## src/rtl/l1_refill_pkg.sv

```systemverilog
// Shared types and constants for the L1 refill / write-through sequencer.
// State encoding, default line geometry and request-priority selection.
package l1_refill_pkg;

    typedef logic [2:0] state_t;

    localparam state_t ST_IDLE = 3'd0;
    localparam state_t ST_WT   = 3'd1;
    localparam state_t ST_RS   = 3'd2;
    localparam state_t ST_RL   = 3'd3;
    localparam state_t ST_DONE = 3'd4;
    localparam state_t ST_ERR  = 3'd5;

    localparam int unsigned L1_LINE_SIZE = 128;
    localparam int unsigned L1_LINE_WID  = $clog2(L1_LINE_SIZE);

    typedef logic [1:0] req_t;

    localparam req_t REQ_NONE = 2'd0;
    localparam req_t REQ_WT   = 2'd1;
    localparam req_t REQ_RL   = 2'd2;
    localparam req_t REQ_RS   = 2'd3;

    // Write-through beats line refill, line refill beats single read.
    function automatic req_t req_select(input logic wt, input logic rl, input logic rs);
        if (wt) begin
            return REQ_WT;
        end
        if (rl) begin
            return REQ_RL;
        end
        if (rs) begin
            return REQ_RS;
        end
        return REQ_NONE;
    endfunction

endpackage

```

## src/rtl/l1_bus_watchdog.sv

```systemverilog
// Per-beat bus wait counter; flags a beat that has waited TIMEOUT cycles.
// Only instantiated when L1_REFILL_TIMEOUT_EN is defined.
module l1_bus_watchdog #(
    parameter int unsigned TIMEOUT = 255
) (
    input  logic clk,
    input  logic rst,
    input  logic clr,
    input  logic en,
    output logic expire_c
);

    localparam int unsigned CNT_W = $clog2(TIMEOUT + 1);

    logic [CNT_W-1:0] cnt;

    // cnt holds the number of cycles the current beat has already waited
    always_ff @(posedge clk or negedge rst) begin
        if (!rst) begin
            cnt <= '0;
        end else if (clr) begin
            cnt <= '0;
        end else if (en) begin
            cnt <= cnt + CNT_W'(1);
        end
    end

    // This cycle is the TIMEOUT-th unanswered one; an ack now still wins.
    assign expire_c = en && !clr && (cnt == CNT_W'(TIMEOUT - 1));

endmodule

```

## src/rtl/l1_refill_ctrl.sv

```systemverilog
// Refill / write-through sequencer between the unified L1 and the 8-bit req/ack bus.
// Optional per-beat timeout enabled by defining L1_REFILL_TIMEOUT_EN.
module l1_refill_ctrl
    import l1_refill_pkg::*;
#(
    parameter int unsigned ADDR_WIDTH = 24,
    parameter int unsigned LINE_SIZE  = L1_LINE_SIZE,
    parameter int unsigned TIMEOUT    = 255
) (
    input  logic                              clk,
    input  logic                              rst,
    input  logic                              write_through_req,
    input  logic                              read_req,
    input  logic                              read_line_req,
    input  logic [ADDR_WIDTH-1:0]             pa,
    input  logic [7:0]                        wt_data,
    output logic [7:0]                        line_data,
    output logic [$clog2(LINE_SIZE)-1:0]      addr_count,
    output logic                              line_write,
    output logic                              cache_entry_refill,
    output logic                              trans_rdy,
    output logic                              bus_error,
    output logic                              bus_req,
    output logic                              bus_we,
    output logic [ADDR_WIDTH-1:0]             bus_addr,
    output logic [7:0]                        bus_wdata,
    input  logic [7:0]                        bus_rdata,
    input  logic                              bus_ack,
    input  logic                              bus_err
);

    localparam int unsigned LINE_WID = $clog2(LINE_SIZE);
    localparam int unsigned BASE_W   = ADDR_WIDTH - LINE_WID;

    state_t                 state, state_nxt;
    logic [LINE_WID-1:0]    cnt, cnt_nxt;
    logic [BASE_W-1:0]      base, base_nxt;
    logic [7:0]             line_data_nxt;
    logic [LINE_WID-1:0]    addr_count_nxt;
    logic                   line_write_nxt;
    logic                   refill_nxt;
    logic                   trans_rdy_nxt;
    logic                   bus_error_nxt;
    logic                   bus_req_nxt;
    logic                   bus_we_nxt;
    logic [ADDR_WIDTH-1:0]  bus_addr_nxt;
    logic [7:0]             bus_wdata_nxt;
    req_t                   req_sel_c;
    logic                   req_active_c;
    logic                   fault_c;
    logic                   last_beat_c;
    logic                   wd_expire_c;

`ifdef L1_REFILL_TIMEOUT_EN
    l1_bus_watchdog #(
        .TIMEOUT (TIMEOUT)
    ) u_bus_watchdog (
        .clk      (clk),
        .rst      (rst),
        .clr      (bus_ack | ~bus_req),
        .en       (bus_req),
        .expire_c (wd_expire_c)
    );
`else
    assign wd_expire_c = 1'b0;
`endif

    // Registered state and outputs
    always_ff @(posedge clk or negedge rst) begin
        if (!rst) begin
            state              <= ST_IDLE;
            cnt                <= '0;
            base               <= '0;
            line_data          <= '0;
            addr_count         <= '0;
            line_write         <= 1'b0;
            cache_entry_refill <= 1'b0;
            trans_rdy          <= 1'b0;
            bus_error          <= 1'b0;
            bus_req            <= 1'b0;
            bus_we             <= 1'b0;
            bus_addr           <= '0;
            bus_wdata          <= '0;
        end else begin
            state              <= state_nxt;
            cnt                <= cnt_nxt;
            base               <= base_nxt;
            line_data          <= line_data_nxt;
            addr_count         <= addr_count_nxt;
            line_write         <= line_write_nxt;
            cache_entry_refill <= refill_nxt;
            trans_rdy          <= trans_rdy_nxt;
            bus_error          <= bus_error_nxt;
            bus_req            <= bus_req_nxt;
            bus_we             <= bus_we_nxt;
            bus_addr           <= bus_addr_nxt;
            bus_wdata          <= bus_wdata_nxt;
        end
    end

    // Next state and next registered outputs
    always_comb begin
        state_nxt      = state;
        cnt_nxt        = cnt;
        base_nxt       = base;
        line_data_nxt  = line_data;
        addr_count_nxt = addr_count;
        line_write_nxt = 1'b0;
        refill_nxt     = 1'b0;
        trans_rdy_nxt  = 1'b0;
        bus_error_nxt  = 1'b0;
        bus_req_nxt    = bus_req;
        bus_we_nxt     = bus_we;
        bus_addr_nxt   = bus_addr;
        bus_wdata_nxt  = bus_wdata;

        req_sel_c    = req_select(write_through_req, read_line_req, read_req);
        fault_c      = bus_err || wd_expire_c;
        last_beat_c  = (cnt == LINE_WID'(LINE_SIZE - 1));
        req_active_c = 1'b0;
        case (state)
            ST_WT:   req_active_c = write_through_req;
            ST_RS:   req_active_c = read_req;
            ST_RL:   req_active_c = read_line_req;
            default: req_active_c = 1'b0;
        endcase

        case (state)
            ST_IDLE: begin
                cnt_nxt = '0;
                if (req_sel_c != REQ_NONE) begin
                    base_nxt      = pa[ADDR_WIDTH-1:LINE_WID];
                    bus_wdata_nxt = wt_data;
                    bus_req_nxt   = 1'b1;
                    bus_we_nxt    = (req_sel_c == REQ_WT);
                    bus_addr_nxt  = pa;
                end
                case (req_sel_c)
                    REQ_WT:  state_nxt = ST_WT;
                    REQ_RS:  state_nxt = ST_RS;
                    REQ_RL: begin
                        state_nxt    = ST_RL;
                        bus_addr_nxt = {pa[ADDR_WIDTH-1:LINE_WID], LINE_WID'(0)};
                    end
                    default: state_nxt = ST_IDLE;
                endcase
            end

            ST_WT, ST_RS: begin
                if (fault_c) begin
                    state_nxt     = ST_ERR;
                    bus_req_nxt   = 1'b0;
                    bus_we_nxt    = 1'b0;
                    bus_error_nxt = 1'b1;
                end else if (bus_ack) begin
                    bus_req_nxt = 1'b0;
                    bus_we_nxt  = 1'b0;
                    if (state == ST_RS) begin
                        line_data_nxt = bus_rdata;
                    end
                    // A withdrawn request completes its beat silently
                    if (req_active_c) begin
                        state_nxt     = ST_DONE;
                        trans_rdy_nxt = 1'b1;
                    end else begin
                        state_nxt = ST_IDLE;
                    end
                end
            end

            ST_RL: begin
                if (fault_c) begin
                    state_nxt     = ST_ERR;
                    bus_req_nxt   = 1'b0;
                    bus_error_nxt = 1'b1;
                end else if (bus_ack) begin
                    line_data_nxt  = bus_rdata;
                    addr_count_nxt = cnt;
                    line_write_nxt = 1'b1;
                    cnt_nxt        = cnt + LINE_WID'(1);
                    bus_addr_nxt   = {base, cnt + LINE_WID'(1)};
                    if (last_beat_c || !req_active_c) begin
                        bus_req_nxt = 1'b0;
                        state_nxt   = ST_IDLE;
                    end
                    // Final byte write lands in DONE together with the tag commit
                    if (last_beat_c && req_active_c) begin
                        state_nxt     = ST_DONE;
                        trans_rdy_nxt = 1'b1;
                        refill_nxt    = 1'b1;
                    end
                end
            end

            ST_DONE: state_nxt = ST_IDLE;
            ST_ERR:  state_nxt = ST_IDLE;
            default: state_nxt = ST_IDLE;
        endcase
    end

endmodule
```

## config.mk

```make
export PLATFORM = sky130hd
export DESIGN_NAME = l1_refill_ctrl
export DESIGN_NICKNAME = d
export VERILOG_FILES = /design/src/rtl/l1_refill_pkg.sv /design/src/rtl/l1_bus_watchdog.sv /design/src/rtl/l1_refill_ctrl.sv
export SDC_FILE = /design/constraint.sdc
export NUM_CORES = 1
export LEC_CHECK = 0
export CORE_MARGIN = 2
export CORE_UTILIZATION = 43
export CTS_BUF_LIST = sky130_fd_sc_hd__clkbuf_16
export CTS_CLUSTER_SIZE = 24
export DETAILED_ROUTE_END_ITERATION = 10
export GPL_TIMING_DRIVEN = 0
export HOLD_SLACK_MARGIN = 0.08
export PLACE_DENSITY_LB_ADDON = 0.3
export SLEW_MARGIN = 10
export SYNTH_ARGS = -nofsm -noshare
export SYNTH_HDL_FRONTEND = slang
export SYNTH_HIERARCHICAL = 1
export SYNTH_SLANG_ARGS = --single-unit
export TNS_END_PERCENT = 10
```

## constraint.sdc

```tcl
create_clock -name clk -period 1.93 [get_ports clk]
set_clock_uncertainty 0.2 [all_clocks]
set_input_delay 0.386 -clock clk [delete_from_list [all_inputs] [get_ports clk]]
set_output_delay 0.386 -clock clk [all_outputs]
set_load 0.005 [all_outputs]
```

# After elaboration in Yosys (flattened, before gate mapping)
# Index checks and enable logic that the tools add are counted.
dict set report word_totals {
  input_bits 47
  out_inout_bits 53
  ff_bits 80
  elab_cells 110
}
dict set report classes {
  n_reduce_logical 19
  mux 58
  n_addsub 1
  n_bitwise 1
  eq_ne 18
}
# op n
set op_table {}
lappend op_table {{$mux 24} 4}
lappend op_table {{$pmux 24 s2} 1}
lappend op_table {{$mux 8} 5}
lappend op_table {{$mux 1} 25}
lappend op_table {{$mux 3} 7}
lappend op_table {{$pmux 8 s2} 1}
lappend op_table {{$mux 7} 2}
lappend op_table {{$pmux 7 s2} 1}
lappend op_table {{$mux 2} 6}
lappend op_table {{$ne 2x2->1 const B} 6}
lappend op_table {{$reduce_and 3->1} 4}
lappend op_table {{$ne 3x3->1 const B} 3}
lappend op_table {{$pmux 3 s3} 1}
lappend op_table {{$reduce_bool 2->1} 4}
lappend op_table {{$add 7x1->7 const B} 1}
lappend op_table {{$eq 7x7->1 const B} 1}
lappend op_table {{$eq 3x2->1 const B} 2}
lappend op_table {{$pmux 1 s3} 2}
lappend op_table {{$pmux 2 s3} 1}
lappend op_table {{$reduce_and 6->1} 1}
lappend op_table {{$reduce_and 5->1} 1}
lappend op_table {{$eq 2x2->1 const B} 2}
lappend op_table {{$ne 4x4->1 const B} 1}
lappend op_table {{$pmux 1 s2} 2}
lappend op_table {{other kinds (13)} 13}

# Logic depth before layout (Yosys ltp)
dict set report depth {
  word_depth 11
  depth_mapped 7
  depth_no_buf 5
}

# Worst setup path before layout
# Ideal clock, no wire load.
dict set report synth_timing {
  kind {reg2reg}
  startpoint {register state[2]}
  endpoint {register base[16]}
  setup_time_ns 0.125
  required_time_ns 1.605
  arrival_ns 1.520
  path_slack_ns 0.085
  n_path_buf 2
  path_stages_with_launch 6
  cell_sequence {dfrtp_1 buf_6 or3_4 nor2_8 buf_6 mux2_2}
}
dict set report synth_between {
  elab_chain_cells 2
}
# item line_no
set synth_rtl {}
lappend synth_rtl {{from (decl)} l1_refill_ctrl.sv:35} ;# state_t state, state_nxt;
lappend synth_rtl {{from (signal assigned)} l1_refill_ctrl.sv:85} ;# state <= state_nxt;
lappend synth_rtl {{$logic_not 3->1} l1_refill_ctrl.sv:128} ;# case (state)
lappend synth_rtl {{$reduce_and 2->1 (no line)} n/a}
lappend synth_rtl {{to (signal assigned)} l1_refill_ctrl.sv:87} ;# base <= base_nxt;
lappend synth_rtl {{to (decl)} l1_refill_ctrl.sv:37} ;# logic [BASE_W-1:0] base, base_nxt;
# No other way between the ends.
# A chain may end at the register's enable or synchronous reset.

# Final worst setup path
dict set report layout_timing {
  startpoint {register state[2]}
  endpoint {register base[13]}
}
# The elaborated chain is that of the path after synthesis.

==> results_dict.tcl <==
set metrics [dict create \
    fillCellCount 647 \
    fmax_mhz 533 \
    gp_congestion 0.805 \
    tightest_slew_ns 0.516 \
    syn-num-nets 367 \
    vias 2783 \
    hold_depth 3 \
    ir_drop_uv 830 \
    leakage_nw 2.13 \
    grt_max_degree 53 \
    yosysTopAreaCell "dfrtp_1" \
    async_flop_share 1.00 \
    die_y_um 94.2 \
    wl_per_cell_um 15.2 \
    final_area_um2 5020 \
    grt_remaining_overflow 0 \
    die_x_um 94.2 \
    crit_end "base[13]" \
    cp-start-kind "flop" \
    clockBufferDepth 2 \
    drt_first_pass_iters 4 \
    initial_utilization 0.448 \
    cts_tree "done" \
    multiInputGateArea_um2 1400 \
    slew_headroom 0.656 \
    synth_edf_count 0 \
    r2r_cells 5 \
    numCtsBuffers 9 \
    die-area_um2 8880 \
    crit_slowest_cell "dfrtp_1" \
    areaGrowthSynthToFinish_pct 43.5 \
    place_inst 521 \
    hold_class "in2reg" \
    via_per_inst 5.15 \
    dpl_cell_area_um2 4640 \
    crit_path_max_incr_delay_ns 0.38 \
    drt-total-wl_um 8190 \
    synth.area.top_cells "dfrtp_1 (57%), mux2_2 (12%), nand2_1 (7.2%)" \
    grt_pass1_vias 2656 \
    setup_viol 0 \
    regArea_um2 2000 \
    num_rows 32 \
    io_pins 100 \
    yosysWarnings 6 \
    rr_endpoint "base[13]" \
    synth_cells 319 \
    yosysMostFrequentCell "dfrtp_1" \
    r2r_start "state[2]" \
    r2r_setup_slack_ns 0.05 \
    drcViolationCount 0 \
    path_class "reg2reg" \
    hpwl_um 5810 \
    setup.worst_path.end_class "flop" \
    layout-drive-gt1-share 0.192 \
    synth_common_cells "dfrtp_1 (80), nand2_1 (67), mux2_2 (36)" \
    worstSkewPairLatency_ns 0.33 \
    drt_iter0_markers 141 \
    fin_crit_ns 1.88 \
    critPathLaunch "state[2]" \
    synthesis.area_um2 3500 \
    antenna_found_initial 0 \
    synth_top_area_share 0.572 \
    ys_types 43 \
    finalHoldViolations 0 \
    cts-root-buf "clkbuf_16" \
    ant_nets 0 \
    slew_viol_final 0 \
    ys_seq_elements 80 \
    cp.arrival_ns 1.89 \
    setup_tns_ns 0 \
    diodes 0 \
    maxCapViolCount 0 \
    fin_crit_sh 0.972 \
    fin_cells 540 \
    io_buffers 99 \
    yosysSeqAreaShare 0.572 \
    run_status "finished clean" \
    core_um2 7810 \
    path_clk_slew_ns 0.06 \
    finalPower_mw 7.47 \
    critPathMaxFanout 10 \
    grt_pass1_wl_um 13000 \
    power-per-cell-area_nw_per_um2 1490 \
    setup_ws_ns 0.0532 \
    clkSinkCount 80 \
    grt_use_total 0.191 \
    synth-main-ff-cell "dfrtp_1" \
    dp_slack_ns -0.466 \
    crit_chain "buf_6 > or3_4 > nor2_8 > buf_8 > mux2_2" \
    cp.required_ns 1.94 \
    syn-mean-instance-area_um2 11.0 \
    htree_levels 3 \
    rsz0062_at_grt "true" \
    nets 482 \
]
per-layer routing:
layer,share of wire,track usage,vias to the layer above
li1,-,-,1333
met2,0.48,0.308,91
met1,0.45,0.253,1349
met3,0.060,0.0393,10
met4,0.012,0.0737,0
met5,0,0,-
power breakdown:
group          switching, mW  total, mW  internal [mW]
combinational           1.27       3.13           1.86
sequential             0.345       2.70           2.36
clock                  0.646       1.64          0.989
total                   2.26       7.47           5.21
metrics by stage:
stage | util | hold slack (ns)
6_report | 0.644 | 0.228
2_1_floorplan | - | -0.110
4_1_cts | 0.635 | 0.277
5_1_grt | 0.644 | 0.265
3_5_place_dp | 0.595 | 0.143
3_3_place_gp | 0.592 | 0.261
cell families (layout without fill, tap and decap cells):
group | Yosys count | in the layout | synth area share
fa+ha+maj | 1 | 1 | 0.00357
compound gates | 54 | 54 | 0.100
mux | 36 | 36 | 0.116
xor+xnor | 4 | 4 | 0.0100
flops | 80 | 80 | 0.572
buf+inv | 20 | 139 | 0.0393
simple gates | 124 | 124 | 0.159
repair_timing:
| item | in CTS | in global routing |
|---|---|---|
| buffers inserted | 0 | 3 |
| hold buffers | 1 | 0 |
| pin swaps | 2 | 2 |
| endpoints found under the hold margin | 28 | 0 |
| endpoints found under the setup margin | 29 | 58 |
| gates cloned | 0 | 0 |
| gates resized for setup | 5 | 18 |
state kept, by name, summed over array words and instances, names as in the netlist:
name / cells
trans_rdy: 1
bus_we: 1
base: 17
cnt: 7
bus_req: 1
addr_count: 7
state: 3
cache_entry_refill: 1
bus_error: 1
bus_addr: 24
line_data: 8
bus_wdata: 8
line_write: 1
worst max-delay path, delay by kind of cell, from the launching register on:
family	cells	cell delay (ns)
buf+inv	2	0.30
mux	1	0.34
flops	1	0.38
simple gates	2	0.55
cell usage in the layout, fill, tap and decap left out, types with 3 or more instances in the layout:
master and count:
clkdlybuf4s50_1 95, dfrtp_1 79, nand2_1 67, mux2_2 36, nor2_1 31, a31oi_1 22
o21ai_0 9, clkbuf_16 9, a21oi_1 8, buf_4 7, buf_6 5, buf_2 4
nand3_1 4, nor3_1 4, or3_1 3, clkbuf_2 3
cell type report:
type                       count  area share
multi-input combinational    219       0.278
buffer                        18      0.0286
clock buffer                   9      0.0448
timing repair buffer         104       0.210
inverter                       2     0.00224
tap                          102      0.0254
clock inverter                 6      0.0125
sequential                    80       0.399
worst min-delay path by stage:
stage,startpoint,end,slack (ns)
2_1_floorplan,rst,addr_count[0],-0.11
3_3_place_gp,addr_count[3],addr_count[3],0.26
3_5_place_dp,rst,line_write,0.14
4_1_cts,addr_count[3],addr_count[3],0.28
5_1_grt,bus_ack,state[2],0.27
6_report,bus_ack,state[2],0.23
(Power assumes the default switching activity.)
